**src/rtl/imem_loader.sv**
```systemverilog
// imem_loader
//   Loads a program image, received as a byte stream, into instruction memory.
//   The byte order is big-endian, the same as the fetch path: byte address
//   4n+0 holds instruction bits [31:24] and 4n+3 holds bits [7:0].
//
//   Stream format: word_count[15:8], word_count[7:0], word_count*4 payload
//   bytes, then one checksum byte. The checksum byte is the XOR of the
//   payload bytes only.
//
//   While a load is in progress, cpu_hold stalls the PC/fetch path.
//
// Ports
//   CLK        clock; all logic runs on posedge
//   RESET      synchronous, active-high reset
//   start      pulse; begins a load from IDLE, DONE or ERR
//   in_data    stream byte
//   in_valid   in_data is valid
//   in_ready   the loader accepts a byte this cycle
//   mem_we     byte write strobe to instruction memory (registered)
//   mem_addr   byte write address (registered, holds between writes)
//   mem_wdata  byte write data (registered)
//   cpu_hold   stall for the PC/fetch path while a load is in progress
//   load_done  level; the last load completed with a good checksum
//   load_err   level; the last load failed on size or checksum
module imem_loader #(
  parameter int ADDR_W    = 10,
  parameter int MEM_BYTES = 1024,
  parameter int BASE_ADDR = 0
) (
  input  logic              CLK,
  input  logic              RESET,
  input  logic              start,
  input  logic [7:0]        in_data,
  input  logic              in_valid,
  output logic              in_ready,
  output logic              mem_we,
  output logic [ADDR_W-1:0] mem_addr,
  output logic [7:0]        mem_wdata,
  output logic              cpu_hold,
  output logic              load_done,
  output logic              load_err
);

  localparam int                MAX_WORDS = MEM_BYTES / 4;
  localparam logic [ADDR_W-1:0] BASE      = ADDR_W'(BASE_ADDR);

  typedef enum logic [2:0] {
    IDLE, HDR_HI, HDR_LO, PAYLOAD, CHECK, DONE, ERR
  } state_t;

  state_t          state;
  logic [15:0]     word_count;
  logic [ADDR_W:0] byte_cnt;
  logic [7:0]      checksum;

  logic            xfer;
  logic [15:0]     hdr_count;
  logic [ADDR_W:0] byte_cnt_nx;
  logic            last_byte;

  // in_ready is a function of state only.
  assign in_ready    = (state == HDR_HI) || (state == HDR_LO) ||
                       (state == PAYLOAD) || (state == CHECK);
  assign xfer        = in_valid && in_ready;

  // The full word count becomes known in HDR_LO, when the low byte arrives.
  assign hdr_count   = {word_count[15:8], in_data};

  // byte_cnt is one bit wider than the address, so a load of exactly
  // MEM_BYTES/4 words reaches its end count without wrapping.
  assign byte_cnt_nx = byte_cnt + 1'b1;
  assign last_byte   = (18'(byte_cnt_nx) == {word_count, 2'b00});

  always_ff @(posedge CLK) begin
    if (RESET) begin
      state      <= IDLE;
      mem_we     <= 1'b0;
      mem_addr   <= BASE;
      mem_wdata  <= 8'h00;
      cpu_hold   <= 1'b0;
      load_done  <= 1'b0;
      load_err   <= 1'b0;
      checksum   <= 8'h00;
      word_count <= 16'h0000;
      byte_cnt   <= '0;
    end else begin
      mem_we <= 1'b0;
      case (state)
        IDLE, DONE, ERR: begin
          if (start) begin
            state      <= HDR_HI;
            checksum   <= 8'h00;
            load_done  <= 1'b0;
            load_err   <= 1'b0;
            byte_cnt   <= '0;
            word_count <= 16'h0000;
            cpu_hold   <= 1'b1;
          end
        end
        HDR_HI: begin
          if (xfer) begin
            word_count[15:8] <= in_data;
            state            <= HDR_LO;
          end
        end
        HDR_LO: begin
          if (xfer) begin
            word_count[7:0] <= in_data;
            if (hdr_count > 16'(MAX_WORDS)) begin
              state    <= ERR;
              load_err <= 1'b1;
              cpu_hold <= 1'b0;
            end else if (hdr_count == 16'h0000) begin
              state <= CHECK;
            end else begin
              state <= PAYLOAD;
            end
          end
        end
        PAYLOAD: begin
          // The write is registered: the strobe appears one cycle after the
          // transfer, for exactly one cycle.
          if (xfer) begin
            mem_we    <= 1'b1;
            mem_addr  <= BASE + byte_cnt[ADDR_W-1:0];
            mem_wdata <= in_data;
            checksum  <= checksum ^ in_data;
            byte_cnt  <= byte_cnt_nx;
            if (last_byte) state <= CHECK;
          end
        end
        CHECK: begin
          // The final write strobe has already been issued, so releasing
          // cpu_hold on this edge is safe.
          if (xfer) begin
            cpu_hold <= 1'b0;
            if (in_data == checksum) begin
              state     <= DONE;
              load_done <= 1'b1;
            end else begin
              state    <= ERR;
              load_err <= 1'b1;
            end
          end
        end
        default: state <= IDLE;
      endcase
    end
  end

endmodule

```
**config.mk**
```make
export PLATFORM = sky130hd
export DESIGN_NAME = imem_loader
export DESIGN_NICKNAME = d
export VERILOG_FILES = /design/src/rtl/imem_loader.sv
export SDC_FILE = /design/constraint.sdc
export NUM_CORES = 1
export LEC_CHECK = 0
export BUFFER_PORTS_ARGS = -buffer_cell sky130_fd_sc_hd__buf_2
export CAP_MARGIN = 20
export CORE_ASPECT_RATIO = 0.6
export CORE_MARGIN = 1.5
export CORE_UTILIZATION = 50
export CTS_CLUSTER_DIAMETER = 40
export DETAILED_ROUTE_END_ITERATION = 6
export PLACE_DENSITY = 0.7
export SLEW_MARGIN = 20
export SYNTH_ARGS = -nofsm -noshare
export SYNTH_HDL_FRONTEND = slang
export SYNTH_SLANG_ARGS = --single-unit
```
**constraint.sdc**
```tcl
create_clock -name CLK -period 5.7 [get_ports CLK]
set_input_delay 0.285 -clock CLK [delete_from_list [all_inputs] [get_ports CLK]]
set_output_delay 0.285 -clock CLK [all_outputs]
set_load 0.05 [all_outputs]
```
==> flow_summary.toml <==
[outcome]
status = "completed"

[synthesis]
synth_area_leaders = "dfxtp_1, nor2_1, a21oi_1"
synthCells = 432
syn-cell-area_um2 = 3260
synth_top_area_cell = "dfxtp_1"
ys.flop_type = "dfxtp_1"
synth.distinct_cells = 61
synth_top_area_share_pct = 36.8
yosysSeqAreaShare_pct = 36.8
syn-num-nets = 446
synth-seq-cells = 60
synth.avg_cell_area_um2 = 7.55
synth_common_cells = "nor2_1, dfxtp_1, nand2_1"
yosys_warnings = 0
synthArstFlopShare_pct = 0
synth_edf_count = 0
yosysMostFrequentCell = "nor2_1"

[cts]
cts_made_buffers = 9
cts_tree = "built"
insertion_delay_ns = 0.34
ctsHoldBuffers = 0
h-tree-depth = 3
postCtsSetupBuffers = 0
clkTransAtPathRegs_ns = 0.07
cts_resized = 0
cts_buffer_depth = 2
clock-sinks = 60
clock-root-buffer = "clkbuf_8"

[grt]
grt_overflow = 0
grt_pass1_wl_um = 13600
grt_pass1_vias = 2768
grt_start_max_net_pins = 63
antenna_found_initial = 0
grtUsageTotal_pct = 25.3

[critical_path]
rr_endpoint = "state[1]"
crit_type = "flop to flop"
worst_ep_arrival_time_ns = 2.60
crit_fanout = 11
cp.depth = 7
worstSetupEndpointType = "flop"
rr_startpoint = "byte_cnt[0]"
path_cells = "ha_1 -> and3_1 -> nor3b_1 -> or4_1 -> nor3_2 -> a41o_1 -> a211oi_1"
critPathSlowestCell = "or4_1"
critPathCapture = "state[1]"
crit_family = "simple AND/OR/NAND/NOR gates"
rrSetupSlack_ns = 3.29
worstSetupStartpointType = "flop"
r2r_cells = 7
max_stage_delay_ns = 0.49
required_ns = 5.89
path_buf_inv = 0
startpoint = "byte_cnt[0]"

[route]
detail_route.first_pass.iterations = 5
wl_um = 8060
drc = 0
drtIter0Drc = 225
antenna_left = 0
wl_per_cell_um = 15.0
vias_per_cell = 5.74
dr_total_vias = 3077

[timing]
setup_viol = 0
hold_violations = 0
final_max_slew_viol_count = 0
grt_setup_unrepaired = "false"
relSlewSlack_pct = 36.9
setup-tns-final_ns = 0
finalCriticalPeriod_ns = 2.41
finalCritPeriodShare_pct = 42.2
tightestPinTransition_ns = 0.947
fmax_mhz = 415
clock_skew_ns = 0.00617
fin_ws_ns = 3.29

[place]
portBuffers = 34
dp_worst_setup_slack_ns = 3.34
placedCellCount = 521
dpl_cell_area_um2 = 3390
dp_hpwl_um = 5450
gp_congestion = 0.931

[die]
rows = 22
num_io_pins = 35
start_util_pct = 52.7
core_region_area_um2 = 6190
die_area_um2 = 7030
die_y_um = 65.6
die_w_um = 107

[finish]
finalNonFillerCells = 536
drive_above_1_share_pct = 13.5
nets = 462
area_delta_synth_final_pct = 10.4
postLayoutCellArea_um2 = 3600
insertedDiodeCount = 0

[run]
maxCapViolCount = 0

[power_and_ir_drop]
ir_worst_vdd_mv = 0.169
finalPower_mw = 1.38
p_leak_nw = 1.42
p_per_area_nw_per_um2 = 383

[min_path]
hold_path.class = "input port to flop"
-- worst reg2reg max path: stages (launching register included) --
cell and delay (ns):
dfxtp_1 0.47, ha_1 0.27, and3_1 0.45, nor3b_1 0.09
or4_1 0.49, nor3_2 0.17, a41o_1 0.23, a211oi_1 0.09
-- metrics by stage --
| stage | hold slack, ns | utilization (%) |
|---|---|---|
| CTS | 0.232 | 58.2 |
| detailed placement | 0.445 | 54.7 |
| finish | 0.247 | 58.2 |
| floorplan | 0.421 | - |
| global placement | 0.440 | 54.7 |
| global route | 0.253 | 58.2 |
-- flip-flops by register name, indices dropped and copies added (netlist names) --
name	cells
mem_addr	10
mem_we	1
byte_cnt	11
mem_wdata	8
cpu_hold	1
state	3
checksum	8
word_count	16
load_err	1
load_done	1
-- power by group --
part / leakage [nW] / switching (mW) / total, mW / internal (mW)
Combinational: 0.830 / 0.305 / 0.451 / 0.146
Clock: 0.109 / 0.163 / 0.419 / 0.256
Sequential: 0.485 / 0.0546 / 0.509 / 0.455
-- worst min path at each step --
stage	from	to	slack [ns]	cells after the start
final	in_data[2]	mem_wdata[2]	0.25	3
after global routing	in_data[0]	mem_wdata[0]	0.25	3
after CTS	in_data[0]	mem_wdata[0]	0.23	3
after detailed placement	mem_addr[4]	mem_addr[4]	0.45	2
after global placement	mem_addr[4]	mem_addr[4]	0.44	2
after floorplan	in_data[0]	mem_wdata[0]	0.42	2
-- layout by cell type, fill, tap and decap left out, types with 2 or more instances in the layout --
master     count
buf_2         34
dfxtp_1       60
a31oi_1       15
o211ai_1       2
mux2i_1        2
o21ai_0       20
o21a_1         5
nor2b_1        7
nor2_1        64
nand2_1       57
buf_4          3
xor2_1         9
nand3b_1       2
o311ai_0       2
nand2b_1      10
and3_1         9
nor3_1         9
inv_1         13
a21oi_1       44
ha_1           2
nand3_1        6
nor4_1         3
bufinv_16      2
a22oi_1        4
a311oi_1       5
a211oi_1       5
xnor2_1        6
clkbuf_8      10
and4_1         2
a21boi_0       3
and2_1         2
a21o_1         3
-- cell type report --
type / instances / area [um2]
fill: 576 / 2590
multi-input combinational: 327 / 1840
sequential: 60 / 1200
timing repair buffer: 37 / 193
clock buffer: 11 / 141
tap: 84 / 105
clock inverter: 4 / 73.8
inverter: 13 / 48.8
-- layer usage --
layer / vias to the layer above / global-route usage, % / routed length [um] / share of wire, %
met5: - / 0 / 0 / 0
met4: 0 / 10.2 / 119 / 1.5
met3: 11 / 7.94 / 650 / 8.1
met2: 120 / 36.6 / 3350 / 42
met1: 1405 / 34.7 / 3940 / 49
li1: 1541 / - / - / -
-- logic make-up after synthesis --
| family | count (synthesis) | synth area share [%] |
|---|---|---|
| xor gates and xnor gates | 15 | 4.03 |
| DFF | 60 | 36.8 |
| buffers and inverters | 45 | 6.87 |
| AOI/OAI and AO/OA | 122 | 23.6 |
| and+or+nand+nor | 185 | 27.0 |
| adders and majority gates | 2 | 0.767 |
| muxes | 3 | 0.959 |
No activity file was read; power rests on OpenSTA's default activity.
